### src/rtl/cordic_pipe.sv
// ----------------------------------------------------------------------------
// cordic_pipe
//
// Fully pipelined, parametrised CORDIC engine. Each transaction selects
// rotation mode (rotate (x,y) by angle z) or vectoring mode (magnitude and
// atan2 of (x,y), accumulated onto z). One transaction per cycle enters, and
// a single global advance signal stalls every stage together when the
// consumer is not ready.
//
// Pipeline: pre-rotation register, ITERATIONS micro-rotation registers,
// optional 1/K gain register, saturating output register.
// Latency = ITERATIONS + 2 + GAIN_COMP cycles.
//
// Parameters:
//   DATA_WIDTH  width of x/y/z ports (8..32)
//   ITERATIONS  number of micro-rotations (1..DATA_WIDTH-1)
//   GAIN_COMP   1 = scale x/y by 1/K, 0 = leave the CORDIC gain K on x/y
//   TAG_WIDTH   width of the sideband tag
//
// Ports:
//   clk, reset_n          clock, asynchronous active-low reset
//   in_valid / in_ready   input handshake (in_ready is combinational)
//   in_mode               0 = rotation, 1 = vectoring
//   in_x, in_y            signed Q1.(W-1) operands
//   in_z                  signed binary angle, 2^W = full circle
//   in_tag                sideband tag, passed through
//   out_valid / out_ready output handshake
//   out_x, out_y          saturated signed results
//   out_z                 binary-angle result (wraps)
//   out_mode, out_tag     echo of the input fields
// ----------------------------------------------------------------------------
module cordic_pipe #(
    parameter int DATA_WIDTH = 16,
    parameter int ITERATIONS = 15,
    parameter int GAIN_COMP  = 1,
    parameter int TAG_WIDTH  = 4
) (
    input  logic                         clk,
    input  logic                         reset_n,
    input  logic                         in_valid,
    output logic                         in_ready,
    input  logic                         in_mode,
    input  logic signed [DATA_WIDTH-1:0] in_x,
    input  logic signed [DATA_WIDTH-1:0] in_y,
    input  logic signed [DATA_WIDTH-1:0] in_z,
    input  logic        [TAG_WIDTH-1:0]  in_tag,
    output logic                         out_valid,
    input  logic                         out_ready,
    output logic signed [DATA_WIDTH-1:0] out_x,
    output logic signed [DATA_WIDTH-1:0] out_y,
    output logic signed [DATA_WIDTH-1:0] out_z,
    output logic                         out_mode,
    output logic        [TAG_WIDTH-1:0]  out_tag
);

    localparam int  W  = DATA_WIDTH;
    // Two guard bits: the CORDIC gain and the sqrt(2) growth of vectoring
    // stay below 4x full scale, so x/y never overflow before saturation.
    localparam int  IW = DATA_WIDTH + 2;
    localparam real PI = 3.14159265358979323846;

    // atan(2^-i) in binary-angle units, one W-bit entry per iteration.
    // Computed from a power series so no constants are hand-entered.
    function automatic logic [ITERATIONS*DATA_WIDTH-1:0] build_atan_table();
        logic [ITERATIONS*DATA_WIDTH-1:0] tbl;
        real scale, t, t2, term, sum;
        tbl   = '0;
        scale = 1.0;
        for (int k = 0; k < DATA_WIDTH; k++) scale = scale * 2.0;
        scale = scale / (2.0 * PI);
        t = 1.0;
        for (int i = 0; i < ITERATIONS; i++) begin
            if (i == 0) begin
                // The series converges too slowly at 1; atan(1) is exact.
                sum = PI / 4.0;
            end else begin
                t2   = t * t;
                term = t;
                sum  = 0.0;
                for (int k = 0; k < 40; k++) begin
                    if (k % 2 == 0) sum = sum + term / real'(2 * k + 1);
                    else            sum = sum - term / real'(2 * k + 1);
                    term = term * t2;
                end
            end
            tbl[i*DATA_WIDTH +: DATA_WIDTH] = DATA_WIDTH'(longint'(sum * scale));
            t = t * 0.5;
        end
        return tbl;
    endfunction

    // round(2^(W-1) / K) where K = prod sqrt(1 + 2^-2i).
    function automatic logic [DATA_WIDTH-1:0] calc_gain();
        real k2, p, s, scale;
        k2 = 1.0;
        p  = 1.0;
        for (int i = 0; i < ITERATIONS; i++) begin
            k2 = k2 * (1.0 + p);
            p  = p * 0.25;
        end
        s = 1.5;
        for (int k = 0; k < 40; k++) s = 0.5 * (s + k2 / s);
        scale = 1.0;
        for (int k = 0; k < DATA_WIDTH - 1; k++) scale = scale * 2.0;
        return DATA_WIDTH'(longint'(scale / s));
    endfunction

    // Clamp a guard-extended value into the W-bit signed range.
    function automatic logic signed [DATA_WIDTH-1:0] saturate(input logic signed [IW-1:0] v);
        logic [2:0] top;
        top = v[IW-1 -: 3];
        if (top == 3'b000 || top == 3'b111) saturate = v[W-1:0];
        else if (v[IW-1])                   saturate = {1'b1, {(W-1){1'b0}}};
        else                                saturate = {1'b0, {(W-1){1'b1}}};
    endfunction

    localparam logic [ITERATIONS*DATA_WIDTH-1:0] ATAN_TABLE = build_atan_table();
    localparam logic [DATA_WIDTH-1:0] QUARTER = {2'b01, {(DATA_WIDTH-2){1'b0}}};
    localparam logic [DATA_WIDTH-1:0] HALF    = {1'b1, {(DATA_WIDTH-1){1'b0}}};

    logic advance;
    assign advance  = !out_valid || out_ready;
    assign in_ready = advance;

    // Stage 0 input: sign-extend and pre-rotate so the remaining angle is
    // within +-90 degrees (rotation) or x is non-negative (vectoring).
    logic signed [IW-1:0] in_x_ext, in_y_ext, pre_x, pre_y;
    logic signed [W-1:0]  pre_z;

    assign in_x_ext = {{2{in_x[W-1]}}, in_x};
    assign in_y_ext = {{2{in_y[W-1]}}, in_y};

    always_comb begin
        pre_x = in_x_ext;
        pre_y = in_y_ext;
        pre_z = in_z;
        if (in_mode) begin
            if (in_x[W-1]) begin
                pre_x = -in_x_ext;
                pre_y = -in_y_ext;
                pre_z = in_z + HALF;
            end
        end else begin
            case (in_z[W-1 -: 2])
                2'b01: begin
                    pre_x = -in_y_ext;
                    pre_y = in_x_ext;
                    pre_z = in_z - QUARTER;
                end
                2'b10: begin
                    pre_x = in_y_ext;
                    pre_y = -in_x_ext;
                    pre_z = in_z + QUARTER;
                end
                default: ;
            endcase
        end
    end

    // Index 0 is the pre-rotation register; index i+1 holds the result of
    // micro-rotation i.
    logic signed [IW-1:0]  stage_x    [ITERATIONS+1];
    logic signed [IW-1:0]  stage_y    [ITERATIONS+1];
    logic signed [W-1:0]   stage_z    [ITERATIONS+1];
    logic                  stage_mode [ITERATIONS+1];
    logic [TAG_WIDTH-1:0]  stage_tag  [ITERATIONS+1];
    logic                  stage_vld  [ITERATIONS+1];

    // dir_pos[i] = 1 means d = +1 for micro-rotation i.
    logic [ITERATIONS-1:0] dir_pos;

    always_comb begin
        dir_pos = '0;
        for (int i = 0; i < ITERATIONS; i++) begin
            if (stage_mode[i]) dir_pos[i] = stage_y[i][IW-1];
            else               dir_pos[i] = ~stage_z[i][W-1];
        end
    end

    // Pre-rotation and micro-rotation registers, all gated by advance.
    always_ff @(posedge clk or negedge reset_n) begin
        if (!reset_n) begin
            for (int s = 0; s <= ITERATIONS; s++) begin
                stage_x[s]    <= '0;
                stage_y[s]    <= '0;
                stage_z[s]    <= '0;
                stage_mode[s] <= 1'b0;
                stage_tag[s]  <= '0;
                stage_vld[s]  <= 1'b0;
            end
        end else if (advance) begin
            stage_x[0]    <= pre_x;
            stage_y[0]    <= pre_y;
            stage_z[0]    <= pre_z;
            stage_mode[0] <= in_mode;
            stage_tag[0]  <= in_tag;
            stage_vld[0]  <= in_valid;
            for (int i = 0; i < ITERATIONS; i++) begin
                stage_mode[i+1] <= stage_mode[i];
                stage_tag[i+1]  <= stage_tag[i];
                stage_vld[i+1]  <= stage_vld[i];
                if (dir_pos[i]) begin
                    stage_x[i+1] <= stage_x[i] - (stage_y[i] >>> i);
                    stage_y[i+1] <= stage_y[i] + (stage_x[i] >>> i);
                    stage_z[i+1] <= stage_z[i] - ATAN_TABLE[i*W +: W];
                end else begin
                    stage_x[i+1] <= stage_x[i] + (stage_y[i] >>> i);
                    stage_y[i+1] <= stage_y[i] - (stage_x[i] >>> i);
                    stage_z[i+1] <= stage_z[i] + ATAN_TABLE[i*W +: W];
                end
            end
        end
    end

    // Values feeding the output register, with or without the gain stage.
    logic signed [IW-1:0] fin_x, fin_y;
    logic signed [W-1:0]  fin_z;
    logic                 fin_mode, fin_vld;
    logic [TAG_WIDTH-1:0] fin_tag;

    generate
        if (GAIN_COMP != 0) begin : g_gain
            localparam logic [W-1:0] GAIN = calc_gain();
            localparam logic signed [IW+W:0] GAIN_EXT   = {{(IW+1){1'b0}}, GAIN};
            localparam logic signed [IW+W:0] ROUND_HALF = {{(IW+2){1'b0}}, 1'b1, {(W-2){1'b0}}};

            logic signed [IW+W:0] ext_x, ext_y, prod_x, prod_y;
            logic signed [IW-1:0] gain_x, gain_y;
            logic signed [W-1:0]  gain_z;
            logic                 gain_mode, gain_vld;
            logic [TAG_WIDTH-1:0] gain_tag;

            always_comb begin
                ext_x  = {{(W+1){stage_x[ITERATIONS][IW-1]}}, stage_x[ITERATIONS]};
                ext_y  = {{(W+1){stage_y[ITERATIONS][IW-1]}}, stage_y[ITERATIONS]};
                prod_x = ext_x * GAIN_EXT;
                prod_y = ext_y * GAIN_EXT;
            end

            // Multiply by 1/K in Q(W-1), round half-up, and drop back to IW bits.
            always_ff @(posedge clk or negedge reset_n) begin
                if (!reset_n) begin
                    gain_x    <= '0;
                    gain_y    <= '0;
                    gain_z    <= '0;
                    gain_mode <= 1'b0;
                    gain_tag  <= '0;
                    gain_vld  <= 1'b0;
                end else if (advance) begin
                    gain_x    <= IW'((prod_x + ROUND_HALF) >>> (W-1));
                    gain_y    <= IW'((prod_y + ROUND_HALF) >>> (W-1));
                    gain_z    <= stage_z[ITERATIONS];
                    gain_mode <= stage_mode[ITERATIONS];
                    gain_tag  <= stage_tag[ITERATIONS];
                    gain_vld  <= stage_vld[ITERATIONS];
                end
            end

            assign fin_x    = gain_x;
            assign fin_y    = gain_y;
            assign fin_z    = gain_z;
            assign fin_mode = gain_mode;
            assign fin_tag  = gain_tag;
            assign fin_vld  = gain_vld;
        end else begin : g_no_gain
            assign fin_x    = stage_x[ITERATIONS];
            assign fin_y    = stage_y[ITERATIONS];
            assign fin_z    = stage_z[ITERATIONS];
            assign fin_mode = stage_mode[ITERATIONS];
            assign fin_tag  = stage_tag[ITERATIONS];
            assign fin_vld  = stage_vld[ITERATIONS];
        end
    endgenerate

    // Output register: saturate x/y back to W bits; holds while stalled.
    always_ff @(posedge clk or negedge reset_n) begin
        if (!reset_n) begin
            out_valid <= 1'b0;
            out_x     <= '0;
            out_y     <= '0;
            out_z     <= '0;
            out_mode  <= 1'b0;
            out_tag   <= '0;
        end else if (advance) begin
            out_valid <= fin_vld;
            out_x     <= saturate(fin_x);
            out_y     <= saturate(fin_y);
            out_z     <= fin_z;
            out_mode  <= fin_mode;
            out_tag   <= fin_tag;
        end
    end

endmodule
### config.mk
export PLATFORM = sky130hd
export DESIGN_NAME = cordic_pipe
export DESIGN_NICKNAME = d
export VERILOG_FILES = /design/src/rtl/cordic_pipe.sv
export SDC_FILE = /design/constraint.sdc
export NUM_CORES = 2
export LEC_CHECK = 0
export ABC_AREA = 1
export CAP_MARGIN = 20
export CORE_ASPECT_RATIO = 1.25
export CORE_MARGIN = 4
export CORE_UTILIZATION = 30
export DETAILED_ROUTE_END_ITERATION = 8
export PLACE_DENSITY_LB_ADDON = 0.05
export SETUP_SLACK_MARGIN = 0.1
export SLEW_MARGIN = 20
export SYNTH_ARGS = -nofsm -noshare
export SYNTH_HDL_FRONTEND = slang
export SYNTH_SLANG_ARGS = --single-unit
### constraint.sdc
create_clock -name clk -period 14.2 [get_ports clk]
set_input_delay 2.13 -clock clk [delete_from_list [all_inputs] [get_ports clk]]
set_output_delay 2.13 -clock clk [all_outputs]
set_load 0.05 [all_outputs]
==> results.md <==
Worst setup path:
- The worst path arrival time is 4400 ps.
- The critical-path maximum fanout is 36.
- The required arrival time at the worst endpoint is 12,070 ps.
- The cell family contributing the most delay on the critical path is buffers and inverters.
- The most frequent cell on the critical path is sky130_fd_sc_hd__clkdlybuf4s50_1.
- STA classifies the critical path startpoint as an input pin.
- The longest individual stage delay on the worst path is 840 ps.
- The slowest stage of the critical path belongs to the cell sky130_fd_sc_hd__clkdlybuf4s50_1.
- The worst setup path is of the input pin to primary output kind.
- Traced cell by cell, the critical path runs through clkdlybuf4s50_1 -> nor2_4 -> buf_4 -> inv_8 -> clkdlybuf4s50_1.
- The count of buffering cells on the critical path with inverters included is 4.
- The worst setup path is captured at a primary output.

Clock network:
- The post-CTS resize count is 0.
- For the worst-skew pair, the clock arrives at the later sink with an insertion delay of 870 ps.
- TritonCTS built the clock tree.
- The number of buffers created by CTS is 149.
- Clock tree synthesis selected as its root buffer the cell sky130_fd_sc_hd__clkbuf_16.
- The number of buffers added to fix hold violations after cts is 0.
- After clock tree synthesis, the clock-pin slew on the worst setup and hold paths is 60 ps.
- The H-tree was split into 4 levels.
- The post-CTS setup repair buffer count is 0.
- The number of buffers on the longest clock path is 4.
- The clock sink total is 1,039.

GRT:
- The initial antenna violation count is 3.
- The global-route total usage across every layer is 19.4%.
- The total global routing overflow is 0.
- The global-route wire length before repair is 485,000 um.
- Entering global routing, the biggest net connects 175 pins.
- The number of global-route vias before repair is 83,400.

Die:
- The floorplan step set the die width to 503 um.
- The die covers 316,000 sq um.
- The initial utilization of the core area, before any placement, comes to 30.1%.
- The area of the core is 306,000 sq um.
- The count of boundary I/O pins is 112.
- The die is 627 um tall.
- The initialized floorplan defines 227 standard-cell rows.

Timing:
- The final total negative setup slack is 0 ps.
- The worst-case headroom to the max-slew limit is 30.3%.
- Setup repair after global routing left no endpoint under its margin.
- In the finished design, the share of the clock period the worst path needs comes to 46.0%.
- The final hold violation count came to 0.
- The max-slew violation count came to 0.
- The tightest hold margin is 439 ps.
- Derived from the worst setup path, the maximum achievable clock frequency is 0.153 GHz.
- Setup violations remaining at the end of the flow were counted as 0.
- At the pin with the least slew margin, the transition time is 1040 ps.
- Between clock sinks in the finished design, the worst skew comes to 66.9 ps.
- The clock period could shrink to 6530 ps.

Placed design:
- The placed wire-length estimate after detailed placement is 245,000 um.
- The congestion estimate from routability-driven global placement came to 0.860.
- Input and output buffers added on the ports amount to 111.

Route:
- The count of nets left with antenna violations once routing finished came out at 0.
- The routed layout has 81,300 vias.
- The first-iteration detailed-routing DRC count is 3,954.
- Dividing the detail-routed wire length by the instance count gives 18.4 um.
- For this block, the routed nets add up to 309,000 um of wire.
- The via count normalized by instance count is 4.85.
- Before antenna repair, the detailed router went through 6 iterations.
- For this run, design rule violations remaining after detail routing come to 0.

Logic synthesis:
- Synthesis produced a netlist whose cell count is 12,600.
- The Yosys step of the flow raised 0 warnings.
- The synthesized cell area is 92,000 sq um.
- The netlist uses 62 different library cells.
- The share of synthesized area in the top cell type comes to 28.2%.
- The portion of the post-synthesis area used by sequential elements is 28.2%.
- The async set-reset flop share out of synthesis is 100%.
- The number of synthesized register bits is 1,039.
- The post-synthesis area per instance is 7.29 sq um.
- The prevailing post-synth register cell is sky130_fd_sc_hd__dfrtp_1.
- Ranked by total cell area, the synthesized netlist is headed by sky130_fd_sc_hd__dfrtp_1 28%, sky130_fd_sc_hd__ha_1 14%, sky130_fd_sc_hd__nand2_1 14%.
- The number of synthesized flops with an enable pin is 0.
- The total nets after synthesis is 14,000.
- The synthesized design spends more area on one cell type than any other, namely sky130_fd_sc_hd__dfrtp_1.

Layout:
- Cells with a size suffix above 1 make up 3.65% of the layout.
- The filler cells instantiated in the layout total 32,900.
- The commonest non-fill, non-tap cell in the layout is sky130_fd_sc_hd__nand2_1.
- In the layout the commonest cells are 3,381 x sky130_fd_sc_hd__nand2_1, 1,567 x sky130_fd_sc_hd__inv_1, 1,203 x sky130_fd_sc_hd__o21ai_0, 1,083 x sky130_fd_sc_hd__a21oi_1, 1,046 x sky130_fd_sc_hd__ha_1.
- The multi-input combinational cell area is 58,900 sq um.
- Summing all flip-flop and latch instances after layout gives 26,000 sq um.
- The final net count is 14,000.
- Relative to the synthesized area, the layout overhead comes to 11.3%.

Run status:
- The run finished with clean final reports.

Run:
- Across the run, the number of max-cap violations was 0.

Worst hold path:
- The kind of path behind the tightest hold check is register to register.
[state kept, by name (all words and copies together) (netlist names), 4 cells and up]
name	count
out_z	16
stage_x	269
g_gain.ext_y	18
stage_vld	16
fin_y	18
out_tag	4
out_y	16
stage_z	256
fin_tag	4
stage_mode	16
fin_x	18
g_gain.ext_x	18
stage_tag	64
fin_z	16
out_x	16
stage_y	270
[cells in the mapped netlist (all sizes together) (25+ instances only)]
library cell  number
a21oi           1085
clkbuf           212
o21a              29
xor2             435
a21o              72
o31ai             78
a21boi            32
nand3            552
nand2           3399
ha              1046
nor3             139
or2               68
nor4              25
dfrtp           1039
o21bai            42
o211ai            45
inv             1583
a31oi             72
fa               249
o21ai           1248
o22ai             42
nor2             703
buf               98
nand4             88
xnor2            134
[path summary, 6_finish.rpt]
path / start / end / slack, ps / cells past startpoint
worst min-delay path: stage_tag[62] / stage_tag[58] / 440 / 2
min in group asynchronous: reset_n / g_gain.ext_x[8] / 1350 / 1
worst max-delay path: out_ready / in_ready / 7670 / 5
max in group asynchronous: reset_n / stage_x[273] / 10140 / 4
worst min register to register: stage_tag[62] / stage_tag[58] / 440 / 2
worst max register to register: g_gain.ext_y[6] / fin_y[15] / 7830 / 25
[worst min-delay path, delay by kind of cell, from the launching register on]
kind / cells / cell delay [ps]
simple gates: 2 / 100
flops: 1 / 340
[logic make-up (layout without fill, tap and decap cells)]
logic type / after synthesis / count (layout) / share of synthesized area (%)
simple gates: 4996 / 4996 / 22.1
compound gates: 2823 / 2823 / 16.6
buf+inv: 1901 / 2027 / 7.88
fa+ha+maj: 1295 / 1295 / 19.6
flops: 1039 / 1039 / 28.2
xor+xnor: 569 / 569 / 5.44
mux: 2 / 2 / 0.0231
other cells: 0 / 3 / 0
[area by class of cell]
type	count	area share [%]
diodes	3	0.00733
repair buffers	182	1.72
well taps	4007	4.89
clock buffers	211	4.21
multi-input cells	9685	57.4
flip-flops and latches	1039	25.4
clock inverters	43	0.541
inverters	1591	5.83
[stage by stage]
stage | util [%] | setup WS (ps) | cell area, sq um | cells
floorplan | - | 8600 | 92000 | 12600
finish | 33.5 | 7670 | 102000 | 16800
global route | 33.5 | 7310 | 102000 | 16800
CTS | 33.5 | 6950 | 102000 | 16800
detailed placement | 31.9 | 6970 | 97600 | 16500
global placement | 31.9 | 6970 | 97600 | 16500
[layer usage]
metal  GRT usage [%]  vias to the layer above  share of wire, %
li1                -                    41700                 -
met1            21.8                    38200                40
met2            37.3                      952                53
met3            1.74                      438               2.1
met4            7.25                        0               4.1
met5               0                        -                 0
Power is not shown: default switching activity piles up to over one toggle a cycle in this logic, so the estimate is an artifact.
